$ cat config.mk
export PLATFORM = sky130hd
export DESIGN_NAME = uart_cmd_parser
export DESIGN_NICKNAME = d
export VERILOG_FILES = /design/src/rtl/uart_cmd_parser.sv
export SDC_FILE = /design/constraint.sdc
export NUM_CORES = 1
export LEC_CHECK = 0
export BUFFER_PORTS_ARGS = -buffer_cell sky130_fd_sc_hd__buf_2
export CAP_MARGIN = 20
export CORE_MARGIN = 1
export CORE_UTILIZATION = 25
export DETAILED_ROUTE_END_ITERATION = 7
export SLEW_MARGIN = 20
export SYNTH_ARGS = -nofsm -noshare
export SYNTH_HDL_FRONTEND = slang
export SYNTH_SLANG_ARGS = --single-unit
$ cat constraint.sdc
create_clock -name clk -period 1.7 [get_ports clk]
set_clock_uncertainty 0.05 [all_clocks]
set_input_delay 0.085 -clock clk [delete_from_list [all_inputs] [get_ports clk]]
set_output_delay 0.085 -clock clk [all_outputs]
set_load 0.005 [all_outputs]
$ cat src/rtl/uart_cmd_parser.sv
// Frames UART bytes (SYNC, OPCODE, ADDR, 4x DATA for writes) into register-access commands.
// Optional CMD_CHECKSUM_EN adds a trailing XOR checksum byte and the err_csum output.
module uart_cmd_parser #(
    parameter logic [7:0]  SYNC_BYTE      = 8'hA5,
    parameter int unsigned TIMEOUT_CYCLES = 100000,
    parameter int unsigned ADDR_W         = 8
) (
    input  logic              clk,
    input  logic              rst,
    input  logic [7:0]        rx_data,
    input  logic              rx_valid,
    output logic              cmd_valid,
    input  logic              cmd_ready,
    output logic              cmd_write,
    output logic [ADDR_W-1:0] cmd_addr,
    output logic [31:0]       cmd_wdata,
    output logic              err_opcode,
    output logic              err_timeout,
    output logic              err_overrun,
`ifdef CMD_CHECKSUM_EN
    output logic              err_csum,
`endif
    output logic              busy
);

    localparam logic [7:0]  OP_READ  = 8'h01;
    localparam logic [7:0]  OP_WRITE = 8'h02;
    localparam bit          TO_EN    = (TIMEOUT_CYCLES != 0);
    localparam int unsigned CNT_W    = (TIMEOUT_CYCLES > 1) ? $clog2(TIMEOUT_CYCLES) : 1;
    localparam logic [CNT_W-1:0] TO_LIMIT = CNT_W'(TIMEOUT_CYCLES - 1);

    typedef enum logic [2:0] {
        IDLE,
        OPCODE,
        ADDR,
        DATA,
`ifdef CMD_CHECKSUM_EN
        CSUM,
`endif
        ISSUE
    } state_t;

`ifdef CMD_CHECKSUM_EN
    localparam state_t FRAME_END = CSUM;
`else
    localparam state_t FRAME_END = ISSUE;
`endif

    state_t              state, state_next;
    logic                write_next;
    logic [ADDR_W-1:0]   addr_next;
    logic [31:0]         wdata_next;
    logic [1:0]          bcnt, bcnt_next;
    logic [CNT_W-1:0]    tcnt, tcnt_next;
    logic                timed;
    logic                err_opcode_c, err_timeout_c, err_overrun_c;
`ifdef CMD_CHECKSUM_EN
    logic [7:0]          csum, csum_next;
    logic                err_csum_c;
`endif

    // State, command fields and registered status outputs
    always_ff @(posedge clk) begin
        if (rst) begin
            state       <= IDLE;
            cmd_valid   <= 1'b0;
            cmd_write   <= 1'b0;
            cmd_addr    <= '0;
            cmd_wdata   <= '0;
            bcnt        <= '0;
            tcnt        <= '0;
            err_opcode  <= 1'b0;
            err_timeout <= 1'b0;
            err_overrun <= 1'b0;
            busy        <= 1'b0;
`ifdef CMD_CHECKSUM_EN
            csum        <= '0;
            err_csum    <= 1'b0;
`endif
        end else begin
            state       <= state_next;
            cmd_valid   <= (state_next == ISSUE);
            cmd_write   <= write_next;
            cmd_addr    <= addr_next;
            cmd_wdata   <= wdata_next;
            bcnt        <= bcnt_next;
            tcnt        <= tcnt_next;
            err_opcode  <= err_opcode_c;
            err_timeout <= err_timeout_c;
            err_overrun <= err_overrun_c;
            busy        <= (state_next != IDLE);
`ifdef CMD_CHECKSUM_EN
            csum        <= csum_next;
            err_csum    <= err_csum_c;
`endif
        end
    end

    // Next-state and datapath decode
    always_comb begin
        state_next    = state;
        write_next    = cmd_write;
        addr_next     = cmd_addr;
        wdata_next    = cmd_wdata;
        bcnt_next     = bcnt;
        tcnt_next     = '0;
        timed         = 1'b0;
        err_opcode_c  = 1'b0;
        err_timeout_c = 1'b0;
        err_overrun_c = 1'b0;
`ifdef CMD_CHECKSUM_EN
        csum_next     = csum;
        err_csum_c    = 1'b0;
`endif
        case (state)
            IDLE: begin
                if (rx_valid && rx_data == SYNC_BYTE) begin
                    state_next = OPCODE;
                    wdata_next = '0;
                end
            end
            OPCODE: begin
                timed = 1'b1;
                if (rx_valid) begin
`ifdef CMD_CHECKSUM_EN
                    csum_next = rx_data;
`endif
                    if (rx_data == OP_READ) begin
                        write_next = 1'b0;
                        state_next = ADDR;
                    end else if (rx_data == OP_WRITE) begin
                        write_next = 1'b1;
                        state_next = ADDR;
                    end else begin
                        err_opcode_c = 1'b1;
                        state_next   = IDLE;
                    end
                end
            end
            ADDR: begin
                timed = 1'b1;
                if (rx_valid) begin
                    addr_next = ADDR_W'(rx_data);
`ifdef CMD_CHECKSUM_EN
                    csum_next = csum ^ rx_data;
`endif
                    if (cmd_write) begin
                        bcnt_next  = '0;
                        state_next = DATA;
                    end else begin
                        state_next = FRAME_END;
                    end
                end
            end
            DATA: begin
                timed = 1'b1;
                if (rx_valid) begin
                    wdata_next = {cmd_wdata[23:0], rx_data};
                    bcnt_next  = bcnt + 2'd1;
`ifdef CMD_CHECKSUM_EN
                    csum_next  = csum ^ rx_data;
`endif
                    if (bcnt == 2'd3) begin
                        state_next = FRAME_END;
                    end
                end
            end
`ifdef CMD_CHECKSUM_EN
            CSUM: begin
                timed = 1'b1;
                if (rx_valid) begin
                    if (rx_data == csum) begin
                        state_next = ISSUE;
                    end else begin
                        err_csum_c = 1'b1;
                        state_next = IDLE;
                    end
                end
            end
`endif
            ISSUE: begin
                // A byte arriving while a command is pending is always lost
                err_overrun_c = rx_valid;
                if (cmd_ready) begin
                    state_next = IDLE;
                end
            end
            default: state_next = IDLE;
        endcase

        // Inter-byte timer; a byte in the expiry cycle takes priority
        if (TO_EN && timed && !rx_valid) begin
            if (tcnt == TO_LIMIT) begin
                err_timeout_c = 1'b1;
                state_next    = IDLE;
            end else begin
                tcnt_next = tcnt + CNT_W'(1);
            end
        end
    end

endmodule

## After elaboration in Yosys (flattened, before gate mapping)

Index checks and enable logic that the tools add are counted.

- Output and inout bits: 46
- Flip-flop bits (word level): 68
- Logic and storage cells: 72
- Bits of input ports: 12

- Muxes and demuxes: 24
- Add/sub/neg operators: 2
- Equal/unequal tests: 14
- Bitwise logic cells: 4
- Reduce and logical (&&, ||, !) cells: 17

Operators with widths:

| kind | number |
|---|---|
| 32-bit 2-to-1 mux | 2 |
| 32-bit case mux with 2 select lines | 1 |
| 3-bit 2-to-1 mux | 9 |
| 17-bit by 1-bit adder with 17-bit output (second input constant) | 1 |
| 17-bit equality test (second input constant) | 1 |
| 3-bit case mux with 5 select lines | 1 |
| 2-bit 2-to-1 mux | 5 |
| 8-bit by 1-bit equality test with 1-bit output (second input constant) | 1 |
| 8-bit by 2-bit equality test with 1-bit output (second input constant) | 1 |
| 8-bit equality test (second input constant) | 1 |
| 2-bit != test (second input constant) | 4 |
| 3-bit by 2-bit equality test with 1-bit output (second input constant) | 2 |
| 3-bit equality test (second input constant) | 2 |
| 3-bit AND reduction | 2 |
| 2-bit nonzero test | 3 |
| 3-bit OR reduction | 2 |
| 1-bit 2-to-1 mux | 5 |
| 1-bit inverter | 4 |
| 2-bit case mux with 2 select lines | 1 |
| 4-bit AND reduction | 1 |
| 2-bit OR reduction | 2 |
| 4-bit OR reduction | 1 |
| 3-bit by 1-bit equality test with 1-bit output (second input constant) | 1 |
| 3-bit logical NOT | 1 |
| other kinds (6) | 7 |

## Depth between registers and ports, before layout

- Depth in word-level cells: 8
- Gate-level depth with buffers: 6
- Gate-level depth less buffers: 5

## Worst setup path after synthesis

OpenSTA, ideal clock, no wires.

- Path type: register to register
- Start point: register tcnt[0]
- End point: register tcnt[16]
- Clock period less this slack: 1.650 ns
- Required time: 1.580 ns
- Buffers on the path: 1
- Data arrival time: 1.530 ns
- Library setup time: 0.070 ns
- Setup slack: 0.050 ns
- Stages on the path, launching flop included: 7
- Cells stage by stage: dfxtp_1 > ha_1 > and3_1 > buf_2 > nand3_1 > or4_1 > a21oi_1

- Longest elaborated chain between the ends: 2
- Elaborated cells on any way between the ends: 3
- Those cells by class: 1 x add/sub; 1 x eq/ne; 1 x reduce/logical

RTL lines:

| what | RTL line | source |
|---|---|---|
| start, declared | 54 | `logic [CNT_W-1:0] tcnt, tcnt_next;` |
| start signal, assigned | 87 | `tcnt <= tcnt_next;` |
| parallel branches: the longest is 2 deep, another holds 17-bit by 1-bit adder with 17-bit output | n/a |  |

Parallel ways; which one is timed is not known.
A chain may end at the register's enable or synchronous reset.

## Worst setup path after layout

- Start point: register tcnt[8]
- End point: register state[0]

- Longest elaborated chain between the ends: 3

RTL lines:

| what | RTL line | source |
|---|---|---|
| 17-bit equality test | 193 | `if (tcnt == TO_LIMIT) begin` |
| 3-bit 2-to-1 mux | 193 |  |
| 3-bit 2-to-1 mux | 192 | `if (TO_EN && timed && !rx_valid) begin` |
| end signal, assigned | 81 | `state <= state_next;` |
| end, declared | 49 | `state_t state, state_next;` |

No other way between the ends.

==> run metrics <==
GRT Util Overall=12.8%; CP Max Fanout=6; Switching Power=roughly 0.67 mW; footprint of the multi-input gates=about 1300 sq um; CP Launch Type=flip-flop; total wire length=between 7000 and 8000 um; clock sinks=68; sequential group share of total power=between 50% and 60%; die area=about 12000 sq um; clock-pin slew on the worst setup and hold paths=70 ps; Seq. cell area=roughly 1400 sq um; DR vias=approximately 2600; CTS tree=built; endpoint class of the critical path=flip-flop; ant diodes=0; Clk Latency, worst-skew pair=350 ps; drt pass-1 iters=4; Clk pwr share=a little under half; Tmin final=roughly 1600 ps; Placed Instance Area=3290 sq um; CTS buffer count=9; FMAX=613 MHz; Initial Util=25.6%; setup bufs post-CTS=0; count of input and output buffers=57; PwrDens=a little under 900 nW/um^2; Cells after Synth=332; Core Box Area=between 10000 and 15000 sq um; Post-synth EDFFs=0; P&R area growth vs syn=31.0%; Worst Path Required=around 1900 ps; FP Rows=38; #FFs+latches synth=68; RD Place Congestion=roughly 0.83; crit share post-route=between 90% and 100%; Via density=about 4.7; cell taking the most area after synthesis=dfxtp_1; post-route cell area=approximately 3600 sq um; top_reg_cell synth=dfxtp_1; residual DRC count=0; initial antenna violation count=0; FFs w/ async S/R, synth=0%; WL/cell=roughly 13 um; layout cells sized above 1=approximately a quarter; Worst-Margin Slew=around 350 ps; Die Width=approximately 110 um; fill count=around 1100; final setup fails=0; Unique masters post-synth=49; max-cap violation count=0; synthesized cell area=between 2000 and 3000 sq um; total grt overflow=0; die height=107 um; Comb pwr share=under 10%; yosys warns=0; Worst EP arrival=about 1800 ps; Seq/Total Area, Yosys=approximately half; outcome=finished, final reports clean; Slew Limit Fails=0; peak supply drop=between 400 and 500 uV; RSZ-0062 raised after global routing=no; Lkg Pwr=1.40 nW; sum of negative setup slack=0 ps; top post-synthesis cells by area=dfxtp_1 (49%), a21oi_1 (8.7%), nand2_1 (7.4%); Post-synth top cells=dfxtp_1 (68), nand2_1 (55), a21oi_1 (48), nand3_1 (40), nor2_1 (22); vias in the first global route=2408; CTS root buf=clkbuf_8; CTS max path bufs=2; Final Core Density=33.5%; dpl hpwl=4890 um; Slew headroom=between 70% and 80%; Detailed Route Iter0 Violations=~160; Syn Area/Cell=8.36 sq um; largest net degree at the start of global routing=34; CTS H-tree depth=3; Hold Fails Final Rpt=0; Switching Fraction=a little over a fifth; wire length of the first global-routing pass=~11000 um; most frequent cell after synthesis=dfxtp_1; io pins=58; Yosys top cell area share=49.1%; Final ANT Viol Nets=0; Setup CP Type=flip-flop to flip-flop; Post-Syn Nets=around 350; Int Power=between 2 and 2.5 mW; worst hold path class=input pin to flip-flop; nets=between 400 and 500
-- repair_timing --
item | in CTS | in global routing
endpoints found under the setup margin | 0 | 17
hold buffers | 8 | 0
hold endpoints to repair | 16 | 0
gates resized for setup | 0 | 9
-- critical path, cell delays in order (launching register included) --
cell and delay [ps]:
dfxtp_2 360, or4b_1 560, or3_1 340, o21ai_2 160
nor2_1 70
-- kinds of logic (layout without fill, tap and decap cells) --
kind of cell / after synthesis / count (layout) / share of synthesized area [%]
AND/OR/NAND/NOR: 158 / 158 / 29.0
flip-flops: 68 / 68 / 49.1
AO/OA/AOI/OAI: 65 / 66 / 13.3
buffers and inverters: 27 / 104 / 3.92
XOR/XNOR: 12 / 12 / 3.79
adder cells (fa/ha/maj): 2 / 2 / 0.902
-- cells in the final DEF (no fill, tap or decap), drive strengths merged, types with 2 or more instances in the layout --
cell,netlist,layout
nor4,5,5
xor2,10,10
or4,2,2
a21oi,48,48
and3,5,5
nor2,22,22
ha,2,2
o21ai,3,3
bufinv,0,2
clkbuf,17,10
nor3b,2,2
a31oi,2,2
nand3,41,41
and4,3,3
nor2b,2,2
nand4,4,4
dlygate4sd3,0,8
a21o,1,2
inv,5,5
o31ai,2,2
or3,4,4
buf,5,75
nor4b,3,3
dfxtp,68,68
xnor2,2,2
nand4b,2,2
clkinv,0,4
nand2,55,55
-- state kept, by name, summed over array words and instances, names as in the netlist --
name         flops
cmd_wdata       32
tcnt            17
cmd_addr         8
state            3
bcnt             2
busy             1
cmd_valid        1
cmd_write        1
err_opcode       1
err_overrun      1
err_timeout      1
-- final timing paths --
check,start,end,slack (ps),cells past startpoint
setup / recovery,tcnt[8],state[0],70,4
hold / removal,rx_valid,err_overrun,70,3
setup reg to reg,tcnt[8],state[0],70,4
hold reg to reg,tcnt[0],tcnt[0],380,1
-- layer usage --
metal / up-vias / routed length [um] / track usage [%]
li1: 1309 / - / -
met1: 1223 / 3340 / 15.3
met2: 62 / 3480 / 21.3
met3: 9 / 339 / 3.39
met4: 0 / 94 / 6.07
met5: - / 0 / 0
-- layout make-up --
type                       instances  area share [%]
sequential                        68            37.6
multi-input combinational        238            36.8
timing repair buffer              83            14.1
tap                              140            4.82
clock buffer                      10            3.79
clock inverter                     6            2.41
inverter                           5           0.516
-- power groups by stage --
stage	sequential (mW)	combinational [mW]	clock, mW
2_1_floorplan	1.63	0.0297	0
3_3_place_gp	1.63	0.0638	0
3_5_place_dp	1.63	0.0649	0
4_1_cts	1.59	0.0790	1.53
5_1_grt	1.59	0.0857	1.61
6_report	1.59	0.0798	1.49
-- per-stage QoR --
stage	setup slack [ps]	power [mW]	hold WS [ps]	cells
final	68.3	3.16	72.9	550
after global routing	3.02	3.29	92.9	550
after CTS	38.7	3.20	64.4	549
after detailed placement	56.6	1.69	324	525
after global placement	95.9	1.69	318	525
after floorplan	50.2	1.66	171	332
(Power assumes the default switching activity.)
